File: config.mk
export PLATFORM = sky130hd
export DESIGN_NAME = uart_ev_arbiter
export DESIGN_NICKNAME = d
export VERILOG_FILES = /design/src/rtl/uart_ev_pkg.sv /design/src/rtl/uart_ev_arbiter_rr.sv /design/src/rtl/uart_ev_arbiter.sv
export SDC_FILE = /design/constraint.sdc
export NUM_CORES = 1
export LEC_CHECK = 0
export CAP_MARGIN = 20
export CORE_AREA = 4 4 407 409
export CTS_BUF_LIST = sky130_fd_sc_hd__clkbuf_16
export DETAILED_ROUTE_END_ITERATION = 8
export DIE_AREA = 0 0 411 413
export PLACE_DENSITY = 0.4
export SETUP_SLACK_MARGIN = 0.02
export SLEW_MARGIN = 20
export SYNTH_ARGS = -nofsm -noshare
export SYNTH_HDL_FRONTEND = slang
export SYNTH_SLANG_ARGS = --single-unit
export TNS_END_PERCENT = 1
File: constraint.sdc
create_clock -name clk -period 6.36 [get_ports clk]
set_input_delay 1.908 -clock clk [delete_from_list [all_inputs] [get_ports clk]]
set_output_delay 1.908 -clock clk [all_outputs]
set_load 0.05 [all_outputs]
File: src/rtl/uart_ev_pkg.sv
// Shared types and constants for the UART event path.
// Contents:
//   TS_W / ID_W   default timestamp and event-id widths
//   ev_t          packed event record {id, start_ts, end_ts, delta}
//   LINE_BYTES    bytes per formatted output line from the packer
//   COMMA/NEWLINE separator bytes shared with the packer
//   rr_next()     round-robin pointer increment with wrap
package uart_ev_pkg;

  localparam int TS_W = 64;
  localparam int ID_W = 16;

  typedef struct packed {
    logic [ID_W-1:0] id;
    logic [TS_W-1:0] start_ts;
    logic [TS_W-1:0] end_ts;
    logic [TS_W-1:0] delta;
  } ev_t;

  localparam int       LINE_BYTES = 56;
  localparam bit [7:0] COMMA      = 8'h2C;
  localparam bit [7:0] NEWLINE    = 8'h0A;

  function automatic int unsigned rr_next(input int unsigned idx, input int unsigned n);
    return (idx + 1 >= n) ? 0 : idx + 1;
  endfunction

endpackage

File: src/rtl/uart_ev_arbiter_rr.sv
// rr_arbiter: combinational round-robin grant.
// Ports:
//   req  in  N    request vector
//   ptr  in  PW   highest-priority index for this cycle
//   gnt  out N    one-hot grant (zero when no request)
//   idx  out PW   index of the granted request
//   any  out 1    at least one request present
module rr_arbiter
  import uart_ev_pkg::*;
#(
  parameter int N  = 4,
  parameter int PW = (N > 1) ? $clog2(N) : 1
) (
  input  logic [N-1:0]  req,
  input  logic [PW-1:0] ptr,
  output logic [N-1:0]  gnt,
  output logic [PW-1:0] idx,
  output logic          any
);

  int unsigned c;

  // Scan ptr, ptr+1, ... mod N and take the first requester.
  always_comb begin
    gnt = '0;
    idx = '0;
    any = 1'b0;
    c   = 0;
    for (int unsigned i = 0; i < N; i++) begin
      c = (int'(ptr) + i) % N;
      if (!any && req[c]) begin
        any    = 1'b1;
        gnt[c] = 1'b1;
        idx    = PW'(c);
      end
    end
  end

endmodule

File: src/rtl/uart_ev_arbiter.sv
// uart_ev_arbiter: merges N_CH timestamper event streams onto the single
// ev_valid/ev_ready port of the UART event packer with work-conserving
// round-robin arbitration and a single registered output slot.
// Ports:
//   clk, rst                   clock, synchronous active-high reset
//   in_valid/in_ready [N_CH]   per-channel handshake (at most one ready)
//   in_id/in_start/in_end/in_delta  packed per-channel event fields
//   ev_valid/ev_ready          slot full / slot consumed by packer
//   ev_id/ev_start/ev_end/ev_delta  registered event fields
//   ev_ch                      source channel of the held event
//   ev_cnt [N_CH*32]           per-channel saturating accept counters,
//                              present only with UART_EV_ARB_STATS_EN
module uart_ev_arbiter
  import uart_ev_pkg::*;
#(
  parameter int N_CH = 4,
  parameter int TS_W = 64,
  parameter int ID_W = 16,
  localparam int CH_W = (N_CH > 1) ? $clog2(N_CH) : 1
) (
  input  logic                 clk,
  input  logic                 rst,
  input  logic [N_CH-1:0]      in_valid,
  output logic [N_CH-1:0]      in_ready,
  input  logic [N_CH*ID_W-1:0] in_id,
  input  logic [N_CH*TS_W-1:0] in_start,
  input  logic [N_CH*TS_W-1:0] in_end,
  input  logic [N_CH*TS_W-1:0] in_delta,
  output logic                 ev_valid,
  input  logic                 ev_ready,
  output logic [ID_W-1:0]      ev_id,
  output logic [TS_W-1:0]      ev_start,
  output logic [TS_W-1:0]      ev_end,
  output logic [TS_W-1:0]      ev_delta,
  output logic [CH_W-1:0]      ev_ch
`ifdef UART_EV_ARB_STATS_EN
  ,
  output logic [N_CH*32-1:0]   ev_cnt
`endif
);

  logic [CH_W-1:0] rr_ptr;
  logic [N_CH-1:0] gnt;
  logic [CH_W-1:0] gidx;
  logic            gany;
  logic            load;
  logic            accept;

  rr_arbiter #(.N(N_CH), .PW(CH_W)) u_rr (
    .req (in_valid),
    .ptr (rr_ptr),
    .gnt (gnt),
    .idx (gidx),
    .any (gany)
  );

  // Slot can take a new event when empty or being drained this cycle.
  assign load     = !ev_valid || ev_ready;
  assign in_ready = (load && !rst) ? gnt : '0;
  assign accept   = load && gany && !rst;

  always_ff @(posedge clk) begin
    if (rst) begin
      ev_valid <= 1'b0;
      ev_id    <= '0;
      ev_start <= '0;
      ev_end   <= '0;
      ev_delta <= '0;
      ev_ch    <= '0;
      rr_ptr   <= '0;
    end else if (accept) begin
      ev_valid <= 1'b1;
      ev_id    <= in_id[int'(gidx)*ID_W +: ID_W];
      ev_start <= in_start[int'(gidx)*TS_W +: TS_W];
      ev_end   <= in_end[int'(gidx)*TS_W +: TS_W];
      ev_delta <= in_delta[int'(gidx)*TS_W +: TS_W];
      ev_ch    <= gidx;
      rr_ptr   <= CH_W'(rr_next(int'(gidx), N_CH));
    end else if (ev_ready) begin
      ev_valid <= 1'b0;
    end
  end

`ifdef UART_EV_ARB_STATS_EN
  logic [31:0] cnt_q [N_CH];

  always_ff @(posedge clk) begin
    for (int unsigned c = 0; c < N_CH; c++) begin
      if (rst) begin
        cnt_q[c] <= '0;
      end else if (accept && int'(gidx) == c && cnt_q[c] != '1) begin
        cnt_q[c] <= cnt_q[c] + 32'd1;
      end
    end
  end

  always_comb begin
    ev_cnt = '0;
    for (int unsigned c = 0; c < N_CH; c++) begin
      ev_cnt[c*32 +: 32] = cnt_q[c];
    end
  end
`endif

endmodule
==> impl_metrics.yaml, run 1 <==
critical_path:
  setup.worst_path.start_class: "input pin"
  worstSetupPathType: "in2out"
  cp-startpoint: "in_valid[0]"
  reg2reg_slack_ps: 1900
  r2r_start: "rr_ptr[0]"
  crit_required_ps: 4450
  end_kind: "output port"
  crit_arrival_ps: 4210
  worst-path-max-fanout: 12
timing:
  timing.slew.headroom_pct: 27.43
  clock.fmax_mhz: 163.4
  tightest_slew_ps: 1089
  min_period_ps: 6121
  grt_setup_unrepaired: "no"
  finalHoldViolCount: 0
  finalClockSkew_ps: 30.19
  period_share_pct: 96.24
  slew_violations: 0
  setup_viol: 0
power:
  power.leakage_nw: 10.88
  vdd_drop_max_v: 0.0002255
  p_per_area_mw_per_mm2: 447.2
  p_total_w: 0.01369
grt:
  met1_usage_pct: 18.47
  antenna_found_initial: 110
  grt_start_max_net_pins: 92
  globalRouteMet3Util_pct: 7.201
  top_usage_layer: "met2"
  grt_pass1_vias: 21570
  grt_usage_pct: 16.57
  grt-ovfl-total: 0
  grt_pass1_wl_mm: 194.6
  grtUsageMet2_pct: 29.40
floorplanning:
  coreArea_sq_mm: 0.1620
  dieArea_sq_mm: 0.1697
  num_io_pins: 1054
  die_y_um: 413
  std_cell_rows: 148
  floorplan.die.width_um: 411
  start_util_pct: 10.01
cts:
  cts-buffers-inserted: 36
  cts_tree: "yes"
  htreeDepth: 2
  clock_latency_ps: 600
  cts_hold_buf: 0
  cts.sinks: 213
  clkTransAtPathRegs_ps: 50
  root_buffer: "clkbuf_16"
  cts_max_path_buffers: 3
yosys:
  synth_area_sq_mm: 0.01622
  synth_nets: 2973
  synth_flop_cell: "dfxtp_1"
  synthTopCellsByCount: "441 x a21oi_1, 213 x dfxtp_1, 200 x clkbuf_1"
  synth_most_common_cell: "a21oi_1"
  yosys.area.top_type: "dfxtp_1"
  synthTopCellsByArea: "dfxtp_1 26%, a21oi_1 14%, a221o_1 7.4%, mux2_2 6.8%, nand3_1 6.0%"
  yosys_warnings: 0
  yosys_register_bits: 213
  seq_area_frac_synth_pct: 26.29
  synth_edf_count: 0
  synthCells: 2126
  synthArstFlopShare_pct: 0
  synth_top_area_share_pct: 26.29
  syn_area_per_cell_sq_um: 7.630
  yosysUniqueCellTypes: 43
cells_and_area:
  areaGrowthSynthToFinish_pct: 88.75
  final_cell_area_sq_mm: 0.03062
  layout.nets: 3899
  final_layout_size_suffix_gt1_share_pct: 8.518
detailed_routing:
  drc_errors: 0
  drtIter0Drc: 1694
  vias: 22010
  drt-vias-per-instance: 4.174
  totalWireLength_mm: 150.4
  drt_first_pass_iters: 5
  drtAntennaViolNets: 0
  wl_per_cell_um: 28.52
min_path:
  worstHoldStart: "ev_ch[1]"
  hold_path_class: "reg2reg"
placed_design:
  portBuffers: 1053
  routabilityCongestion: 0.8630
  post-dp-hpwl_mm: 119.5
  dpl_cell_area_sq_mm: 0.02950
run_status:
  status: "finished, final reports clean"
run:
  maxCapViolations: 0
-- kinds of logic after synthesis --
logic type               count (synthesis)  synth area share [%]
AO/OA/AOI/OAI                          883                 35.27
AND/OR/NAND/NOR                        549                 17.01
buffers and inverters                  257                 6.271
multiplexers                           216                 14.55
flip-flops                             213                 26.29
adder cells (fa/ha/maj)                  8                0.6171
-- final timing paths --
kind	cells past startpoint	to
hold reg to reg	2	ev_ch[1]
setup / recovery	7	in_ready[3]
hold / removal	2	ev_ch[1]
setup reg to reg	10	ev_end[43]
-- through the flow --
| step | hold WS, ps | instances | setup TNS (ps) | setup WS (ps) | util, % |
|---|---|---|---|---|---|
| final | 450.5 | 5273 | 0 | 239.4 | 18.90 |
| after global routing | 482.0 | 5258 | 0 | 56.77 | 18.87 |
| after CTS | 448.2 | 5251 | 0 | 84.87 | 18.86 |
| after detailed placement | 436.7 | 5189 | 0 | 97.04 | 18.21 |
| after global placement | 432.7 | 5189 | -19.76 | -19.76 | 18.21 |
| after floorplan | 661.4 | 2126 | 0 | 321.7 | - |
-- report_power, final --
part / internal [W] / switching (W) / leakage, nW / total (W)
combinational: 0.00329 / 0.00611 / 8.52 / 0.00940
sequential: 0.00195 / 0.000407 / 1.78 / 0.00236
clock: 0.00107 / 0.000869 / 0.569 / 0.00194
-- state kept, by name, summed over array words and instances (netlist names) --
register  cells
ev_start     64
ev_end       64
ev_valid      1
rr_ptr        2
ev_delta     64
ev_ch         2
ev_id        16
-- cell type report --
cell class	instances	area (sq um)
fill	18210	131400
timing repair buffer	1140	11410
multi-input combinational	1656	11070
sequential	213	4268
tap	2175	2721
clock buffer	36	900.9
clock inverter	26	165.2
antenna	22	55.05
inverter	5	26.28
-- worst max-delay path, cell delays in order --
cell and delay [ps]:
clkdlybuf4s50_1 620, mux4_2 580, nor2b_4 240, a221o_1 190
o21ai_0 80, a21oi_1 390, buf_12 200
-- repair_timing --
action                     CTS  global route
setup endpoints to repair    0             2
resized for setup            0             2
setup buffers                0             0
-- layer usage --
metal,share of wire (%),wire length (um)
met2,50,74940
met1,38,56490
met5,0.13,192
met3,10,15510
met4,2.2,3268
-- cells in the final DEF, fill, tap and decap left out, types with 5 or more instances in the layout --
master / instances
clkinv_2: 6
mux2_1: 20
nand4_1: 76
and3_1: 18
o21ai_0: 121
nor2_1: 83
ha_1: 8
a41o_1: 75
clkinv_1: 5
a221o_1: 120
nand2_1: 87
clkbuf_16: 36
a21oi_1: 438
clkdlybuf4s50_1: 1047
buf_12: 19
dfxtp_1: 212
mux2_2: 98
nor2b_1: 76
a211oi_1: 34
mux2i_1: 93
nand3_1: 192
a21o_1: 76
diode_2: 22
inv_1: 14
buf_4: 72
(Power assumes the default switching activity.)
==> inputs of run 2 (changes only) <==
--- a/config.mk
+++ b/config.mk
@@ -10,7 +10,8 @@
 export CTS_BUF_LIST = sky130_fd_sc_hd__clkbuf_16
 export DETAILED_ROUTE_END_ITERATION = 8
 export DIE_AREA = 0 0 411 413
-export PLACE_DENSITY = 0.4
+export HOLD_SLACK_MARGIN = 0.08
+export PLACE_DENSITY = 0.36
 export SETUP_SLACK_MARGIN = 0.02
 export SLEW_MARGIN = 20
 export SYNTH_ARGS = -nofsm -noshare
==> run 2 against run 1 <==
Against the previous run: combinational power shrank 0.7%; non-clock buffer count shrank 20; sequential cell count is the same; clock skew grew 22 ps; sequential power grew 2%; clock power grew 11%.
==> impl_metrics.yaml, run 2 (synthesis results as in run 1) <==
run_status:
  status: "finished, final reports clean"
cts:
  clkTransAtPathRegs_ps: 50
  cts_resized: 0
  cts_max_path_buffers: 3
  clock_latency_ps: 620
  htreeDepth: 2
  cts-buffers-inserted: 40
  cts.sinks: 213
  root_buffer: "clkbuf_16"
  cts_setup_buffers: 0
  cts_hold_buf: 0
  cts_tree: "yes"
detailed_routing:
  totalWireLength_mm: 151.7
  drc_errors: 0
  drt-vias-per-instance: 4.138
  wl_per_cell_um: 28.78
  drtIter0Drc: 1764
  drt_first_pass_iters: 7
  vias: 21800
  drtAntennaViolNets: 0
critical_path:
  r2r_start: "rr_ptr[0]"
  worstSetupPathType: "in2out"
  reg2reg_slack_ps: 1530
  r2r_cells: 11
  end_kind: "output port"
  worst-path-max-fanout: 12
  rr_endpoint: "ev_delta[24]"
  crit_required_ps: 4450
  setup.worst_path.start_class: "input pin"
  crit_arrival_ps: 4200
placed_design:
  portBuffers: 1053
  routabilityCongestion: 0.8523
  post-dp-hpwl_mm: 117.3
  dpl_cell_area_sq_mm: 0.02943
floorplanning:
  floorplan.die.width_um: 411
  std_cell_rows: 148
  start_util_pct: 10.01
  num_io_pins: 1054
  dieArea_sq_mm: 0.1697
  coreArea_sq_mm: 0.1620
  die_y_um: 413
cells_and_area:
  final_common_cell: "clkdlybuf4s50_1"
  multi_input_area_sq_mm: 0.01106
  top_regs: "ev_delta: 64 flops, ev_end: 64 flops, ev_start: 64 flops"
  fill_cells: 18130
  mostFrequentLayoutCells: "1047 x clkdlybuf4s50_1, 439 x a21oi_1, 212 x dfxtp_1, 192 x nand3_1, 122 x o21ai_0"
  ff_latch_area_sq_mm: 0.004268
  final_cell_area_sq_mm: 0.03074
  final_layout_size_suffix_gt1_share_pct: 8.064
  layout.nets: 3883
  areaGrowthSynthToFinish_pct: 89.50
power:
  p_int_w: 0.006409
  power.leakage_nw: 10.86
  clkPwrFrac_pct: 15.5
  switchingPower_w: 0.007484
  p_per_area_mw_per_mm2: 452.0
  vdd_drop_max_v: 0.0003308
  seqPwrFrac_pct: 17.3
  p_total_w: 0.01389
  switching_share_pct: 53.87
  comb_power_share_pct: 67.2
timing:
  tns_ps: 0
  clock.fmax_mhz: 163.7
  tightest_slew_ps: 1360
  finalClockSkew_ps: 52.32
  finalHoldViolCount: 0
  setup_viol: 0
  min_period_ps: 6108
  slew_violations: 0
  period_share_pct: 96.05
  grt_setup_unrepaired: "no"
  timing.slew.headroom_pct: 9.361
min_path:
  worstHoldStart: "ev_ch[1]"
  hold_path_class: "reg2reg"
  worstHoldPathCells: 2
  hold_end: "ev_ch[1]"
grt:
  grt_pass1_vias: 21570
  grt_start_max_net_pins: 134
  grt_usage_pct: 16.81
  grt-ovfl-total: 0
  grt_pass1_wl_mm: 197.3
  antenna_found_initial: 99
run:
  maxCapViolations: 0
run 2: metal layers:
metal | share of wire (%) | GRT usage [%] | wire length [um] | vias up
li1 | - | - | - | 9970
met1 | 38 | 19.00 | 58390 | 10610
met2 | 49 | 29.18 | 74310 | 957
met3 | 9.6 | 7.098 | 14550 | 228
met4 | 2.8 | 4.038 | 4184 | 36
met5 | 0.16 | 0 | 238 | -
run 2: critical path: stages:
cell and delay [ps]:
clkdlybuf4s50_1 610, mux4_2 670, nor2b_4 220, a221o_1 170, o21ai_0 80, a21oi_1 350
buf_12 190
run 2: worst max path at each step:
stage | from | end | cells after the start
6_report | in_valid[0] | in_ready[3] | 7
5_1_grt | in_valid[0] | in_ready[3] | 8
4_1_cts | in_valid[0] | in_ready[3] | 7
3_5_place_dp | in_valid[0] | in_ready[3] | 7
3_3_place_gp | in_valid[2] | in_ready[3] | 7
2_1_floorplan | in_valid[0] | in_ready[0] | 7
run 2: metrics by stage:
step	hold WS (ps)	cells	worst slack (ps)	utilization [%]
after floorplan	661.4	2126	321.7	-
after global placement	445.7	5168	282.5	18.16
after detailed placement	450.1	5168	286.0	18.16
after CTS	458.5	5237	273.7	18.91
after global routing	477.1	5248	96.01	18.94
final	449.4	5269	251.5	18.97
run 2: power by group through the flow:
stage               clock network, W  logic (W)  registers [W]
finish                       0.00216    0.00933        0.00241
global placement                   0    0.00947        0.00241
global route                 0.00231    0.00990        0.00247
detailed placement                 0    0.00945        0.00240
CTS                          0.00228    0.00948        0.00240
floorplan                          0    0.00340        0.00435
run 2: area by class of cell:
class                   count  share of cell area, %
repair buffers           1120                  36.98
multi-input cells        1656                  36.00
flip-flops and latches    213                  13.88
well taps                2175                  8.853
clock buffers              41                  3.338
clock inverters            28                 0.6065
diodes                     31                 0.2524
inverters                   5                0.08548
